[src/rtl/spi_slave_regfile.sv]
// SPI slave with an internal register file: serial cmd/addr/data frames,
// single or auto-increment burst writes and reads, sticky error flag.
//
// state    | meaning
// ---------+-----------------------------------------------------------
// S_IDLE   | no frame; first cmd bit is captured when cs falls
// S_CMD    | shifting in the command field
// S_ADDR   | shifting in the address field
// S_WDATA  | shifting in write words, committing each full word
// S_RDATA  | shifting read words out on dout, reloading seamlessly
// S_IGNORE | unknown command; wait for cs to rise
module spi_slave_regfile #(
  parameter int CMD_W  = 8,
  parameter int ADDR_W = 24,
  parameter int DATA_W = 32,
  parameter int DEPTH  = 16,
  parameter logic [CMD_W-1:0] CMD_WR = 'h55,
  parameter logic [CMD_W-1:0] CMD_RD = 'h56
) (
  input  logic              sclk_m,
  input  logic              reset,
  input  logic              cs,
  input  logic              din,
  output logic              dout,
  output logic              busy,
  output logic              wr_pulse,
  output logic [ADDR_W-1:0] wr_addr,
  output logic [DATA_W-1:0] wr_data,
  output logic              frame_done,
  output logic              err
);

  localparam int CNT_MAX = (CMD_W > ADDR_W) ? ((CMD_W > DATA_W) ? CMD_W : DATA_W)
                                            : ((ADDR_W > DATA_W) ? ADDR_W : DATA_W);
  localparam int CNT_W = (CNT_MAX > 1) ? $clog2(CNT_MAX) : 1;
  localparam int IDX_W = (DEPTH > 1) ? $clog2(DEPTH) : 1;
  localparam logic [ADDR_W:0] DEPTH_L = (ADDR_W+1)'(DEPTH);

  typedef enum logic [2:0] {
    S_IDLE, S_CMD, S_ADDR, S_WDATA, S_RDATA, S_IGNORE
  } state_t;

  state_t              state_q, state_d;
  logic [CNT_W-1:0]    cnt_q, cnt_d;
  logic [CMD_W-2:0]    cmd_sr_q, cmd_sr_d;
  logic [ADDR_W-2:0]   addr_sr_q, addr_sr_d;
  logic [DATA_W-2:0]   wd_sr_q, wd_sr_d;
  logic [DATA_W-1:0]   rd_sr_q, rd_sr_d;
  logic [ADDR_W-1:0]   addr_ptr_q, addr_ptr_d;
  logic                is_rd_q, is_rd_d;
  logic                err_q, err_d;
  logic                wr_pulse_q, wr_pulse_d;
  logic [ADDR_W-1:0]   wr_addr_q, wr_addr_d;
  logic [DATA_W-1:0]   wr_data_q, wr_data_d;
  logic                frame_done_q, frame_done_d;
  logic [DATA_W-1:0]   mem_q [DEPTH];
  logic [DATA_W-1:0]   mem_d [DEPTH];

  // The shift registers hold one bit less than their field: the final bit
  // is taken straight from din on the edge that completes the field.
  logic [CMD_W-1:0]    cmd_full;
  logic [ADDR_W-1:0]   addr_full;
  logic [DATA_W-1:0]   word_full;
  logic [ADDR_W-1:0]   addr_next;
  logic [ADDR_W-1:0]   rd_addr;
  logic                rd_ok;
  logic                wr_ok;
  logic [DATA_W-1:0]   rd_word;

  assign cmd_full  = {cmd_sr_q, din};
  assign addr_full = {addr_sr_q, din};
  assign word_full = {wd_sr_q, din};
  assign addr_next = addr_ptr_q + ADDR_W'(1);

  // First read word comes from the address still arriving on din.
  assign rd_addr = (state_q == S_ADDR) ? addr_full : addr_next;
  assign rd_ok   = ({1'b0, rd_addr} < DEPTH_L);
  assign wr_ok   = ({1'b0, addr_ptr_q} < DEPTH_L);
  assign rd_word = rd_ok ? mem_q[rd_addr[IDX_W-1:0]] : '0;

  always_comb begin
    state_d      = state_q;
    cnt_d        = cnt_q;
    cmd_sr_d     = cmd_sr_q;
    addr_sr_d    = addr_sr_q;
    wd_sr_d      = wd_sr_q;
    rd_sr_d      = rd_sr_q;
    addr_ptr_d   = addr_ptr_q;
    is_rd_d      = is_rd_q;
    err_d        = err_q;
    wr_pulse_d   = 1'b0;
    wr_addr_d    = wr_addr_q;
    wr_data_d    = wr_data_q;
    frame_done_d = 1'b0;
    mem_d        = mem_q;

    if (state_q != S_IDLE && cs) begin
      state_d      = S_IDLE;
      cnt_d        = '0;
      frame_done_d = 1'b1;
    end else begin
      case (state_q)
        S_IDLE: begin
          if (!cs) begin
            state_d  = S_CMD;
            cnt_d    = CNT_W'(1);
            cmd_sr_d = cmd_full[CMD_W-2:0];
            err_d    = 1'b0;
          end
        end
        S_CMD: begin
          cmd_sr_d = cmd_full[CMD_W-2:0];
          cnt_d    = cnt_q + CNT_W'(1);
          if (cnt_q == CNT_W'(CMD_W-1)) begin
            cnt_d = '0;
            if (cmd_full == CMD_WR) begin
              state_d = S_ADDR;
              is_rd_d = 1'b0;
            end else if (cmd_full == CMD_RD) begin
              state_d = S_ADDR;
              is_rd_d = 1'b1;
            end else begin
              state_d = S_IGNORE;
              err_d   = 1'b1;
            end
          end
        end
        S_ADDR: begin
          addr_sr_d = addr_full[ADDR_W-2:0];
          cnt_d     = cnt_q + CNT_W'(1);
          if (cnt_q == CNT_W'(ADDR_W-1)) begin
            cnt_d      = '0;
            addr_ptr_d = addr_full;
            if (is_rd_q) begin
              state_d = S_RDATA;
              rd_sr_d = rd_word;
              if (!rd_ok) err_d = 1'b1;
            end else begin
              state_d = S_WDATA;
            end
          end
        end
        S_WDATA: begin
          wd_sr_d = word_full[DATA_W-2:0];
          cnt_d   = cnt_q + CNT_W'(1);
          if (cnt_q == CNT_W'(DATA_W-1)) begin
            cnt_d      = '0;
            addr_ptr_d = addr_next;
            if (wr_ok) begin
              mem_d[addr_ptr_q[IDX_W-1:0]] = word_full;
              wr_pulse_d = 1'b1;
              wr_addr_d  = addr_ptr_q;
              wr_data_d  = word_full;
            end else begin
              err_d = 1'b1;
            end
          end
        end
        S_RDATA: begin
          rd_sr_d = {rd_sr_q[DATA_W-2:0], 1'b0};
          cnt_d   = cnt_q + CNT_W'(1);
          if (cnt_q == CNT_W'(DATA_W-1)) begin
            cnt_d      = '0;
            addr_ptr_d = addr_next;
            rd_sr_d    = rd_word;
            if (!rd_ok) err_d = 1'b1;
          end
        end
        S_IGNORE: begin
        end
        default: begin
          state_d = S_IDLE;
        end
      endcase
    end
  end

  always_ff @(posedge sclk_m) begin
    if (reset) begin
      state_q      <= S_IDLE;
      cnt_q        <= '0;
      cmd_sr_q     <= '0;
      addr_sr_q    <= '0;
      wd_sr_q      <= '0;
      rd_sr_q      <= '0;
      addr_ptr_q   <= '0;
      is_rd_q      <= 1'b0;
      err_q        <= 1'b0;
      wr_pulse_q   <= 1'b0;
      wr_addr_q    <= '0;
      wr_data_q    <= '0;
      frame_done_q <= 1'b0;
      mem_q        <= '{default: '0};
    end else begin
      state_q      <= state_d;
      cnt_q        <= cnt_d;
      cmd_sr_q     <= cmd_sr_d;
      addr_sr_q    <= addr_sr_d;
      wd_sr_q      <= wd_sr_d;
      rd_sr_q      <= rd_sr_d;
      addr_ptr_q   <= addr_ptr_d;
      is_rd_q      <= is_rd_d;
      err_q        <= err_d;
      wr_pulse_q   <= wr_pulse_d;
      wr_addr_q    <= wr_addr_d;
      wr_data_q    <= wr_data_d;
      frame_done_q <= frame_done_d;
      mem_q        <= mem_d;
    end
  end

  assign dout       = (state_q == S_RDATA) & rd_sr_q[DATA_W-1];
  assign busy       = (state_q != S_IDLE);
  assign wr_pulse   = wr_pulse_q;
  assign wr_addr    = wr_addr_q;
  assign wr_data    = wr_data_q;
  assign frame_done = frame_done_q;
  assign err        = err_q;

endmodule
[config.mk]
export PLATFORM = sky130hd
export DESIGN_NAME = spi_slave_regfile
export DESIGN_NICKNAME = d
export VERILOG_FILES = /design/src/rtl/spi_slave_regfile.sv
export SDC_FILE = /design/constraint.sdc
export NUM_CORES = 2
export LEC_CHECK = 0
export ABC_CLOCK_PERIOD_IN_PS = 2630
export CAP_MARGIN = 5
export CORE_UTILIZATION = 42
export CTS_BUF_LIST = sky130_fd_sc_hd__clkbuf_2
export DETAILED_ROUTE_END_ITERATION = 10
export REMOVE_ABC_BUFFERS = 1
export SLEW_MARGIN = 20
export SYNTH_ARGS = -nofsm -noshare
export SYNTH_HDL_FRONTEND = slang
export SYNTH_SLANG_ARGS = --single-unit
[constraint.sdc]
create_clock -name sclk_m -period 2.63 [get_ports sclk_m]
set_clock_uncertainty 0.15 [all_clocks]
set_input_delay 0.263 -clock sclk_m [delete_from_list [all_inputs] [get_ports sclk_m]]
set_output_delay 0.263 -clock sclk_m [all_outputs]
set_load 0.01 [all_outputs]
==> qor.yml <==
run_status:
  status: "complete, but fails checks"
  violations: "negative setup slack"
cts:
  clock_latency_ns: 1.48
  cts_buffers: 182
  path_clk_slew_ns: 0.10
  cts_root_buffer: "clkbuf_2"
  cts_tree: "done"
  cts_max_path_buffers: 3
  numClockSinks: 697
  htreeDepth: 4
floorplan:
  dieArea_mm2: 0.0739
  initial_core_util_pct: 42.6
  die_h_um: 272
  num_io_pins: 65
  row_count: 98
  coreArea_mm2: 0.0717
  die_w_um: 272
layout:
  nFillCells: 6136
  final_area_mm2: 0.0422
  final_core_util_pct: 58.9
  instances_no_fill: 5267
  drive_above_1_share_pct: 34.5
  fin_nets: 4203
  syn2layout_area_growth_pct: 38.1
timing:
  timing.fmax_mhz: 341
  final-max-slew-violation-count: 0
  fin_ws_ns: -0.301
  setup_tns_ns: -82.96
  worstMarginPinSlew_ns: 1.48
  hold_viol: 0
  slew_headroom_pct: 1.31
  min_period_ns: 2.93
  rsz0062_at_grt: "true"
  setup_viol: 584
  finalCritPeriodShare_pct: 111
placement:
  place_congestion: 0.853
  hpwlAfterDp_um: 62400
  place_area_mm2: 0.0335
  dp_cells: 4749
  port_buffers: 64
synthesis:
  syn_inst: 3876
  netlist_area_mm2: 0.0306
  synthArstFlopShare_pct: 0
  ys_types: 71
  synth_edf_count: 0
  yosys_warnings: 0
  ys_seq_area_share_pct: 45.6
  synthTopCellsByArea: "dfxtp_1 46%, nand2_1 16%, a21oi_1 14%, mux4_2 4.6%, clkbuf_1 2.2%"
  syn_avg_cell_area_um2: 7.89
  synth-seq-cells: 697
  synthFlopType: "dfxtp_1"
  ys_top_cells_by_count: "1328 x nand2_1, 854 x a21oi_1, 697 x dfxtp_1"
  synth_top_cell_by_area: "dfxtp_1"
  yosysMostFrequentCell: "nand2_1"
  synth_top_area_share_pct: 45.6
setup_path:
  crit_arrival_ns: 4.15
  crit_fanout: 8
  rr_endpoint: "mem_q[439]"
  start_kind: "flip-flop"
  r2r_start: "state_q[0]"
  reg2reg_depth: 16
  rrSetupSlack_ns: -0.30
  critPathLaunch: "state_q[0]"
  critPathRequiredTime_ns: 3.85
  cp-endpoint: "mem_q[439]"
  path_class: "flip-flop to flip-flop"
  critPathCaptureType: "flip-flop"
drt:
  finalWirelength_um: 132000
  routed-via-count: 31300
  firstDrtPassIters: 5
  detail-route-antenna-nets: 0
  drtIter0Drc: 3702
  wl_per_cell_um: 25.1
  vias_per_cell: 5.94
  drc: 0
grt:
  grt_max_degree: 94
  grt_pass1_wl_um: 177000
  grt_pass1_vias: 28700
  antenna_found_initial: 5
  grt_use_total_pct: 31.5
  gr-total-overflow: 0
min_path:
  hold_path_class: "input pin to flip-flop"
power_and_ir_drop:
  power_density_mw_per_mm2: 477
  share_comb_of_total_power_pct: 9.8
  switching_share_pct: 29.5
  leakagePower_nw: 16.0
  p_sw_mw: 5.94
  p_clk_share_pct: 37.6
  p_int_mw: 14.2
  pwr-share-seq_pct: 52.6
  ir_worst_vdd_mv: 0.411
job:
  maxCapViolCount: 0
==> worst min-delay path by stage <==
stage | from | endpoint | slack (ns) | cells past startpoint
after floorplan | reset | addr_ptr_q[0] | 0.18 | 1
after global placement | mem_q[459] | mem_q[459] | 0.28 | 2
after detailed placement | mem_q[498] | mem_q[498] | 0.29 | 2
after CTS | din | wd_sr_q[0] | 0.06 | 6
after global routing | din | mem_q[160] | 0.11 | 6
final | din | mem_q[160] | 0.16 | 6
==> final cells by class <==
type / count / area, µm² / area share [%]
multi-input combinational: 2783 / 17900 / 42.4
sequential: 697 / 14000 / 33.1
timing repair buffer: 521 / 7570 / 17.9
clock buffer: 256 / 1280 / 3.03
tap: 950 / 1190 / 2.82
clock inverter: 49 / 280 / 0.664
inverter: 8 / 30.0 / 0.0711
antenna: 3 / 7.51 / 0.0178
==> placed cells by master, fill, tap and decap left out, types with 8 or more instances in the layout <==
| master | count |
|---|---|
| nand2_4 | 228 |
| buf_4 | 166 |
| mux4_2 | 62 |
| nor2_4 | 9 |
| mux2i_1 | 15 |
| clkinv_1 | 33 |
| a21o_1 | 61 |
| or3_1 | 8 |
| nand3_4 | 15 |
| a22o_1 | 30 |
| buf_16 | 41 |
| buf_8 | 13 |
| nand3_1 | 26 |
| o21ai_0 | 35 |
| inv_1 | 8 |
| dlygate4sd2_1 | 59 |
| a21oi_1 | 602 |
| nor4_1 | 12 |
| buf_6 | 54 |
| and3_4 | 18 |
| clkbuf_16 | 27 |
| buf_12 | 144 |
| o22ai_2 | 8 |
| dfxtp_1 | 687 |
| clkbuf_2 | 256 |
| nand2_2 | 95 |
| nand2_1 | 1005 |
| nor3_1 | 8 |
| o22ai_1 | 30 |
| a21oi_2 | 252 |
| a221oi_2 | 31 |
| nor2_1 | 53 |
| and3_1 | 60 |
| a211oi_1 | 9 |
==> metal layers <==
metal	global-route usage, %	part of all wire, %	up-vias
li1	-	-	13900
met1	39.9	38	14900
met2	48.4	43	1919
met3	7.58	12	579
met4	18.9	7.6	2
met5	0	0.011	-
==> power by group through the flow <==
stage | sequential, mW | combinational (mW) | clock (mW)
floorplan | 10.9 | 0.626 | 0
global placement | 10.8 | 1.53 | 0
detailed placement | 10.8 | 1.53 | 0
CTS | 10.6 | 1.86 | 7.62
global route | 10.6 | 2.07 | 8.19
finish | 10.6 | 1.98 | 7.58
==> per-stage QoR <==
stage          power, mW  setup slack [ns]  hold slack, ns
2_1_floorplan       11.5             -4.06           0.182
3_3_place_gp        12.4            -0.256           0.284
3_5_place_dp        12.4            -0.271           0.292
4_1_cts             20.1            -0.356          0.0552
5_1_grt             20.9            -0.402           0.110
6_report            20.2            -0.301           0.160
==> timing repair <==
action | 4_1_cts | 5_1_grt
buffers inserted | 86 | 50
cloned | 57 | 31
endpoints found under the setup margin | 238 | 619
gates resized for setup | 439 | 696
pin swaps | 228 | 325
hold buffers | 7 | 0
hold endpoints to repair | 697 | 0
==> kinds of logic after synthesis <==
logic type / share of synthesized area (%)
XOR/XNOR: 0.287
multiplexers: 5.32
AND/OR/NAND/NOR: 21.7
AO/OA/AOI/OAI: 19.9
flip-flops: 45.6
adder cells (fa/ha/maj): 0.278
buffers and inverters: 6.82
==> state kept, by name, indices dropped and copies added, names as in the netlist, 3 cells and up <==
name        count
addr_sr_q      23
state_q         3
wd_sr_q        31
rd_sr_q        32
cnt_q           5
wr_addr        24
mem_q         512
wr_data        32
cmd_sr_q        7
addr_ptr_q     24
==> critical path: stages (launching register included) <==
cell and delay (ns):
dfxtp_2 0.34, buf_6 0.10, buf_4 0.14, buf_12 0.11
nand3b_1 0.14, nor4_4 0.25, nand4_2 0.18, nor2_4 0.16
buf_6 0.13, buf_12 0.12, buf_6 0.11, buf_6 0.09
and3_4 0.30, buf_12 0.22, buf_6 0.13, nand2_4 0.04
a21oi_2 0.18
(Power assumes the default switching activity.)
